File: src/rtl/matmul_pkg.sv
// Shared types and helpers for the matrix-multiply engine.
// Holds the FSM state encoding, default sizes and ROM address arithmetic.
package matmul_pkg;

    typedef enum logic [2:0] {S_IDLE, S_FETCH, S_DRAIN, S_OUT, S_DONE} state_t;

    localparam int DEF_N       = 4;
    localparam int DEF_DATA_W  = 8;
    localparam int DEF_NUM_MAT = 4;

    // Row-major location of element [row][col] in matrix sel of an n x n ROM bank.
    function automatic int addr_of(input int sel, input int row, input int col, input int n);
        return sel * n * n + row * n + col;
    endfunction

endpackage

File: src/rtl/matmul_engine_mac.sv
// Single multiply-accumulate lane: registers acc = first ? a*b : acc + a*b,
// with a sticky per-element overflow flag in the selected signedness.
module mac_unit #(
    parameter int DATA_W = 8,
    parameter int ACC_W  = 18
) (
    input  logic              clk,
    input  logic              rst_n,
    input  logic              en,
    input  logic              first,
    input  logic              signed_mode,
    input  logic [DATA_W-1:0] a,
    input  logic [DATA_W-1:0] b,
    output logic [ACC_W-1:0]  acc,
    output logic              ovf
);

    logic signed [2*DATA_W-1:0] prod_s;
    logic        [2*DATA_W-1:0] prod_u;
    logic        [ACC_W-1:0]    prod;
    logic        [ACC_W-1:0]    sum;
    logic                       carry;
    logic                       ovf_add;

    assign prod_s = $signed(a) * $signed(b);
    assign prod_u = a * b;
    // Size casts sign-extend the signed product and zero-extend the unsigned one.
    assign prod   = signed_mode ? ACC_W'(prod_s) : ACC_W'(prod_u);

    assign {carry, sum} = {1'b0, acc} + {1'b0, prod};
    assign ovf_add = signed_mode
                   ? ((acc[ACC_W-1] == prod[ACC_W-1]) && (sum[ACC_W-1] != acc[ACC_W-1]))
                   : carry;

    always_ff @(posedge clk or negedge rst_n) begin
        if (!rst_n) begin
            acc <= '0;
            ovf <= 1'b0;
        end else if (en) begin
            acc <= first ? prod : sum;
            ovf <= first ? 1'b0 : (ovf | ovf_add);
        end
    end

endmodule

File: src/rtl/matmul_engine.sv
// N x N matrix multiply over a dual-port synchronous ROM with one MAC,
// streaming C row-major over a valid/ready handshake.
module matmul_engine
    import matmul_pkg::*;
#(
    parameter int N       = DEF_N,
    parameter int DATA_W  = DEF_DATA_W,
    parameter int ACC_W   = 2 * DATA_W + $clog2(N),
    parameter int NUM_MAT = DEF_NUM_MAT,
    parameter int SEL_W   = (NUM_MAT > 1) ? $clog2(NUM_MAT) : 1,
    parameter int ADDR_W  = $clog2(NUM_MAT * N * N)
) (
    input  logic                 clk,
    input  logic                 rst_n,
    input  logic                 start,
    input  logic                 abort,
    input  logic [SEL_W-1:0]     sel_a,
    input  logic [SEL_W-1:0]     sel_b,
    input  logic                 signed_mode,
    output logic                 rom_en,
    output logic [ADDR_W-1:0]    rom_addr_a,
    output logic [ADDR_W-1:0]    rom_addr_b,
    input  logic [DATA_W-1:0]    rom_data_a,
    input  logic [DATA_W-1:0]    rom_data_b,
    output logic                 res_valid,
    input  logic                 res_ready,
    output logic [ACC_W-1:0]     res_data,
    output logic [$clog2(N)-1:0] res_row,
    output logic [$clog2(N)-1:0] res_col,
    output logic                 res_last,
    output logic                 res_ovf,
    output logic                 busy,
    output logic                 done
);

    localparam int IDX_W = $clog2(N);

    state_t             state, state_nx;
    logic [IDX_W-1:0]   i, j, k;
    logic [SEL_W-1:0]   sel_a_q, sel_b_q;
    logic               sgn_q;
    logic               rd_vld, rd_first;
    logic               fetch, last_k, last_el, hs;
    logic [ACC_W-1:0]   acc;
    logic               ovf;

    function automatic logic [SEL_W-1:0] clamp_sel(input logic [SEL_W-1:0] s);
        return (int'(s) >= NUM_MAT) ? SEL_W'(NUM_MAT - 1) : s;
    endfunction

    assign fetch   = (state == S_FETCH);
    assign last_k  = (k == IDX_W'(N - 1));
    assign last_el = (i == IDX_W'(N - 1)) && (j == IDX_W'(N - 1));
    assign hs      = (state == S_OUT) && res_ready;

    always_ff @(posedge clk or negedge rst_n) begin
        if (!rst_n) state <= S_IDLE;
        else        state <= state_nx;
    end

    always_comb begin
        state_nx = state;
        case (state)
            S_IDLE:  if (start) state_nx = S_FETCH;
            S_FETCH: if (last_k) state_nx = S_DRAIN;
            S_DRAIN: state_nx = S_OUT;
            S_OUT:   if (res_ready) state_nx = last_el ? S_DONE : S_FETCH;
            S_DONE:  state_nx = S_IDLE;
            default: state_nx = S_IDLE;
        endcase
        if (abort && state != S_IDLE) state_nx = S_IDLE;
    end

    always_ff @(posedge clk or negedge rst_n) begin
        if (!rst_n) begin
            i        <= '0;
            j        <= '0;
            k        <= '0;
            sel_a_q  <= '0;
            sel_b_q  <= '0;
            sgn_q    <= 1'b0;
            rd_vld   <= 1'b0;
            rd_first <= 1'b0;
        end else begin
            // Tracks the read issued this cycle so its data is consumed next cycle.
            rd_vld   <= fetch && !abort;
            rd_first <= fetch && (k == '0) && !abort;
            if (state == S_IDLE && start) begin
                sel_a_q <= clamp_sel(sel_a);
                sel_b_q <= clamp_sel(sel_b);
                sgn_q   <= signed_mode;
                i       <= '0;
                j       <= '0;
                k       <= '0;
            end else if (fetch) begin
                k <= last_k ? '0 : k + 1'b1;
            end else if (hs && !abort && !last_el) begin
                k <= '0;
                if (j == IDX_W'(N - 1)) begin
                    j <= '0;
                    i <= i + 1'b1;
                end else begin
                    j <= j + 1'b1;
                end
            end
        end
    end

    mac_unit #(.DATA_W(DATA_W), .ACC_W(ACC_W)) u_mac (
        .clk         (clk),
        .rst_n       (rst_n),
        .en          (rd_vld),
        .first       (rd_first),
        .signed_mode (sgn_q),
        .a           (rom_data_a),
        .b           (rom_data_b),
        .acc         (acc),
        .ovf         (ovf)
    );

    assign rom_en     = fetch;
    assign rom_addr_a = fetch ? ADDR_W'(addr_of(int'(sel_a_q), int'(i), int'(k), N)) : '0;
    assign rom_addr_b = fetch ? ADDR_W'(addr_of(int'(sel_b_q), int'(k), int'(j), N)) : '0;

    assign res_valid = (state == S_OUT);
    assign res_data  = res_valid ? acc : '0;
    assign res_row   = res_valid ? i : '0;
    assign res_col   = res_valid ? j : '0;
    assign res_last  = res_valid && last_el;
    assign res_ovf   = res_valid && ovf;
    assign busy      = (state != S_IDLE);
    assign done      = (state == S_DONE);

endmodule

File: config.mk
export PLATFORM = sky130hd
export DESIGN_NAME = matmul_engine
export DESIGN_NICKNAME = d
export VERILOG_FILES = /design/src/rtl/matmul_pkg.sv /design/src/rtl/matmul_engine_mac.sv /design/src/rtl/matmul_engine.sv
export SDC_FILE = /design/constraint.sdc
export NUM_CORES = 1
export LEC_CHECK = 0
export CAP_MARGIN = 20
export CORE_UTILIZATION = 35
export CTS_CLUSTER_SIZE = 12
export DETAILED_ROUTE_END_ITERATION = 10
export PLACE_DENSITY = 0.65
export SLEW_MARGIN = 20
export SYNTH_ARGS = -nofsm -noshare
export SYNTH_HDL_FRONTEND = slang
export SYNTH_HIERARCHICAL = 1
export SYNTH_SLANG_ARGS = --single-unit
File: constraint.sdc
create_clock -name clk -period 2.95 [get_ports clk]
set_clock_uncertainty 0.1 [all_clocks]
set_input_delay 0.885 -clock clk [delete_from_list [all_inputs] [get_ports clk]]
set_output_delay 0.885 -clock clk [all_outputs]
set_load 0.01 [all_outputs]
======== Word-level counts from Yosys, hierarchy flattened ========
Index checks and enable logic that the tools add are counted.
Widths: inputs -> output; s select.
word-level totals
  output and inout port bits .............. 40
  logic and storage cells ................. 85
  register bits after elaboration ......... 35
  input bits .............................. 26
cells by class
  muxes and demuxes ....................... 27
  $add $sub $neg .......................... 8
  reduce and logical (&&, ||, !) cells .... 23
  bitwise logic cells ..................... 1
  multipliers ............................. 2
  equal/unequal tests ..................... 13
operator list
  kind                 count
  $mux 18              3
  $mul 8x8->16         2
  $mux 2               14
  $add 18x18->19       1
  $mux 3               5
  $add 6x2->6          2
  $add 6x4->6          2
  $logic_and 1x1->1    12
  $mux 6               2
  $pmux 3 s4           1
  $add 2x1->2 const B  3
  $eq 2x2->1 const B   3
  $eq 3x2->1 const B   2
  $ne 3x1->1 const B   2
  $reduce_and 3->1     2
  $reduce_bool 3->1    2
  $reduce_bool 2->1    2
  $eq 3x1->1 const B   1
  $eq 3x3->1 const B   1
  $logic_not 3->1      1
  $ne 3x3->1 const B   1
  $logic_not 1->1      2
  $logic_not 2->1      1
  $mux 1               2
  other kinds (5)      5

======== Logic depth before layout (Yosys ltp) ========
  depth in word-level cells ............... 8
  mapped depth ............................ 26
  mapped depth without buffers ............ 25

======== By module ========
Netlist, hierarchy kept.
by module, submodules not included
  module         area an instance (µm²)  times used  cells an instance
  mac_unit       5983.2                  1           711
  matmul_engine  1042.2                  1           113

======== Least setup slack after synthesis ========
No wires, ideal clock.
  kind .................................... in2reg
  start ................................... in rom_data_a[7]
  end ..................................... reg u_mac.ovf
  setup slack ............................. -3617 ps
  stages .................................. 26
  data required time ...................... 2726 ps
  arrival time ............................ 6343 ps
  cells stage by stage .................... clkbuf_1 > nand2_1 > inv_1 > fa_1 > inv_1 > fa_1 > inv_1 > fa_1 > inv_1 > fa_1 > inv_1 > ha_1 > nand3_1 > o211ai_1 > o41ai_1 > xor2_1 > mux2i_1 > ha_1 > clkbuf_1 > a21oi_1 > o21ai_1 > a2111oi_0 > o21ai_1 > o211ai_1 > nor3_1 > o31a_1
on the way
  cells in the longest elaborated chain, start to end .. 8
  elaborated cells between the ends (all ways) .. 10
ends and longest elaborated chain
  what                                    line                                              source
  from (decl)                             matmul_engine.sv:23                               input logic [DATA_W-1:0] rom_data_a,
  $mul 8x8->16, on equally long branches  matmul_engine_mac.sv:26, matmul_engine_mac.sv:25
  $mux 18 *                               matmul_engine_mac.sv:28                           assign prod = signed_mode ? ACC_W'(prod_s) : ACC_W'(prod_u);
  $add 18x18->19                          matmul_engine_mac.sv:30                           assign {carry, sum} = {1'b0, acc} + {1'b0, prod};
  $ne 1x1->1                              matmul_engine_mac.sv:32                           ? ((acc[ACC_W-1] == prod[ACC_W-1]) && (sum[ACC_W-1] != acc[ACC_W-1]))
  $logic_and 1x1->1                       matmul_engine_mac.sv:32
  $mux 1 *                                matmul_engine_mac.sv:32
  $or 1x1->1 *                            matmul_engine_mac.sv:41                           ovf <= first ? 1'b0 : (ovf | ovf_add);
  $mux 1 *                                matmul_engine_mac.sv:41
  to (signal assigned)                    matmul_engine_mac.sv:41
  to (decl)                               matmul_engine_mac.sv:15                           output logic ovf
Every way passes the cells marked *; elsewhere a longest branch is shown, timed or not.
A chain may end at the register's enable or synchronous reset.

======== Worst setup path after layout ========
Ends and elaborated chain as after synthesis.

==> impl_metrics.tcl <==
set metrics [dict create \
    synth_ff_type "dfrtp_1" \
    grt_max_degree 36 \
    die-area_um2 20640 \
    route.vias.total 6284 \
    rsz0062_at_grt "yes" \
    synth_top_cell_area_share_pct 24.51 \
    synth_area_leaders "fa_1, ha_1, dfrtp_1" \
    cts_buffers 5 \
    yosysUniqueCellTypes 64 \
    synth-seq-cells 35 \
    multi_input_area_um2 6390 \
    coreArea_um2 19590 \
    antenna_found_initial 0 \
    r2r_slack_ns -0.02 \
    yosys.area.top_type "fa_1" \
    hold_viol_final 0 \
    crit_start "rom_data_a[7]" \
    regArea_um2 875.8 \
    fin_crit_sh_pct 208.7 \
    root_buffer "clkbuf_16" \
    status "finished with violations" \
    worstHoldPathType "flip-flop to flip-flop" \
    place_ws_ns -4.101 \
    die_height_um 143.7 \
    io_buffers 65 \
    dr.pass1.iters 4 \
    std_cell_rows 51 \
    clock_path_buffers 2 \
    worst_pin_slew_ns 0.8673 \
    cts.reportedPaths.clkPinSlew_ns 0.06 \
    drtIter0Drc 305 \
    route.detailed.wl_per_inst_um 14.09 \
    synth_edf_count 0 \
    layoutNonFillerInstCount 1320 \
    crit_type "input port to flip-flop" \
    grt_pass1_vias 6763 \
    worst_path_max_delay_cell "fa_1" \
    drt_wl_total_um 18600 \
    drv_slew 0 \
    required_ns 3.03 \
    setup_violations 17 \
    syn_inst 824 \
    drc 0 \
    drive_above_1_share_pct 36.30 \
    clock-sinks 35 \
    htreeDepth 2 \
    track_usage_pct 19.21 \
    antenna_left 0 \
    critPathMaxFanout 4 \
    cts_tree "built" \
    yosysSeqAreaShare_pct 12.47 \
    cp_data_arrival_time_ns 6.23 \
    nNetsFinal 1246 \
    synthArstFlopShare_pct 100.0 \
    hp-start "sel_b_q[0]" \
    crit_path_frequent_cell "fa_1" \
    yosysWarningCount 6 \
    timing.fmax_mhz 162.4 \
    setup_ws_ns -3.207 \
    dpl.hpwl_um 14280 \
    netlist_area_um2 7025 \
    viasPerCell 4.761 \
    avgSynthCellArea_um2 8.526 \
    dp.cells 1269 \
    reg2reg_to "u_mac/ovf" \
    r2r.worst_path.cells 13 \
    start_util_pct 35.86 \
    nFillCells 1757 \
    hold_path_end "sel_b_q[0]" \
    maxSlewHeadroom_pct 42.18 \
    grt_pass1_wl_um 31660 \
    die-width_um 143.7 \
    grt.overflow.total 0 \
    synth.net_count 1016 \
    crit_path_end_kind "flip-flop" \
    area_growth_pct 50.78 \
    diodes 0 \
    critPathLaunchType "input port" \
    reg2reg_from "sgn_q" \
    clk-insertion-delay-late_ns 0.29 \
    cpPeakStageDelay_ns 0.53 \
    io_pins 66 \
    gp_congestion 0.8799 \
    max-cap-violations 0 \
    min_period_ns 6.157 \
    hold_depth 1 \
    violations "negative setup slack" \
]
==> layout make-up <==
type                       count  share of cell area [%]
clock inverter                 3                  0.4134
inverter                     176                   6.260
multi-input combinational    591                   60.32
clock buffer                   5                   1.181
sequential                    35                   8.268
timing repair buffer         245                   20.42
tap                          265                   3.130
==> how the worst max path moves through the flow <==
stage / to / cells past startpoint
final: u_mac/ovf / 26
after global routing: u_mac/ovf / 26
after CTS: u_mac/acc[17] / 25
after detailed placement: u_mac/acc[17] / 24
after global placement: u_mac/ovf / 25
after floorplan: u_mac/ovf / 25
==> cells in the final DEF, fill, tap and decap left out, types with 5 or more instances in the layout <==
master and count:
a21o_1 9, a21oi_1 36, a21oi_2 16, and2_1 57, and2_4 18, buf_4 155
buf_6 31, buf_8 6, clkbuf_16 5, clkdlybuf4s50_1 39, dfrtp_1 35, dlymetal6s2s_1 9
fa_1 83, ha_1 44, ha_4 34, inv_1 145, inv_2 29, mux2_1 6
mux2i_1 11, nand2_1 37, nand2_2 5, nand2b_1 5, nand3_1 6, nor2_1 38
nor2b_1 5, nor3_1 8, o21ai_0 6, o21ai_1 7, o21ai_2 13, or3_1 6
xnor2_1 20, xnor2_2 5, xor2_1 14
==> state kept, by name, summed over array words and instances, names as in the netlist <==
name,count
i,2
sel_b_q,2
sel_a_q,2
k,2
u_mac/acc,18
u_mac/ovf,1
rd_first,1
state,3
sgn_q,1
j,2
rd_vld,1
==> per-layer routing <==
metal  global-route usage, %  vias to the layer above  wire, um
met5                       0                        -         0
met2                   34.34                       84      9484
met1                   24.84                     3062      8363
li1                        -                     3121         -
met4                   3.080                        0       193
met3                   2.666                       17       556
==> synthesized netlist by cell type, drive strengths merged (3+ instances only) <==
master   instances
xor2            15
nand2           44
a2111oi          3
nand3           11
fa              86
dfrtp           35
mux2            10
a21oi           54
mux2i           11
inv            175
ha              80
buf              6
nor3            13
nor2            42
nor4             3
nor3b            3
nand4            3
o31ai            4
or3              7
nor2b            6
a221o            3
clkbuf          16
xnor2           25
and2            75
a211oi           6
a21o             9
nand2b           6
o21bai           5
and3             3
o21ai           28
o211ai           4
==> through the flow <==
| stage | instance area, um2 | utilization, % | hold slack, ns | TNS, ns |
|---|---|---|---|---|
| finish | 10590 | 54.07 | 0.3769 | -39.85 |
| global route | 10590 | 54.07 | 0.4014 | -43.10 |
| detailed placement | 9301 | 47.48 | 0.3716 | -54.61 |
| floorplan | 7411 | - | 0.3489 | -36.92 |
| global placement | 9301 | 47.48 | 0.3614 | -54.26 |
| CTS | 10170 | 51.93 | 0.3855 | -39.21 |
==> timing repair <==
action                     4_1_cts  5_1_grt
buffers inserted                29       15
setup endpoints to repair       28       28
pin swaps                      101       61
gates cloned                     1        0
hold buffers                     0        0
resized for setup              187       75
==> critical path, delay by kind of cell <==
kind,cells,cell delay [ns]
AO/OA/AOI/OAI,8,1.39
XOR/XNOR,1,0.15
adder cells (fa/ha/maj),6,2.53
AND/OR/NAND/NOR,3,0.34
buffers and inverters,7,0.66
multiplexers,1,0.27
==> logic make-up (layout without fill, tap and decap cells) <==
kind of cell	Yosys count	in the layout	share of synthesized area, %
multiplexers	21	21	3.170
AO/OA/AOI/OAI	138	138	12.70
AND/OR/NAND/NOR	226	226	17.17
adder cells (fa/ha/maj)	166	166	38.75
buffers and inverters	198	429	10.76
XOR/XNOR	40	40	4.987
flip-flops	35	35	12.47
Power is left out: the tool's default activity adds up to more than one toggle a clock period on the data nets, which glitch-free logic cannot reach.
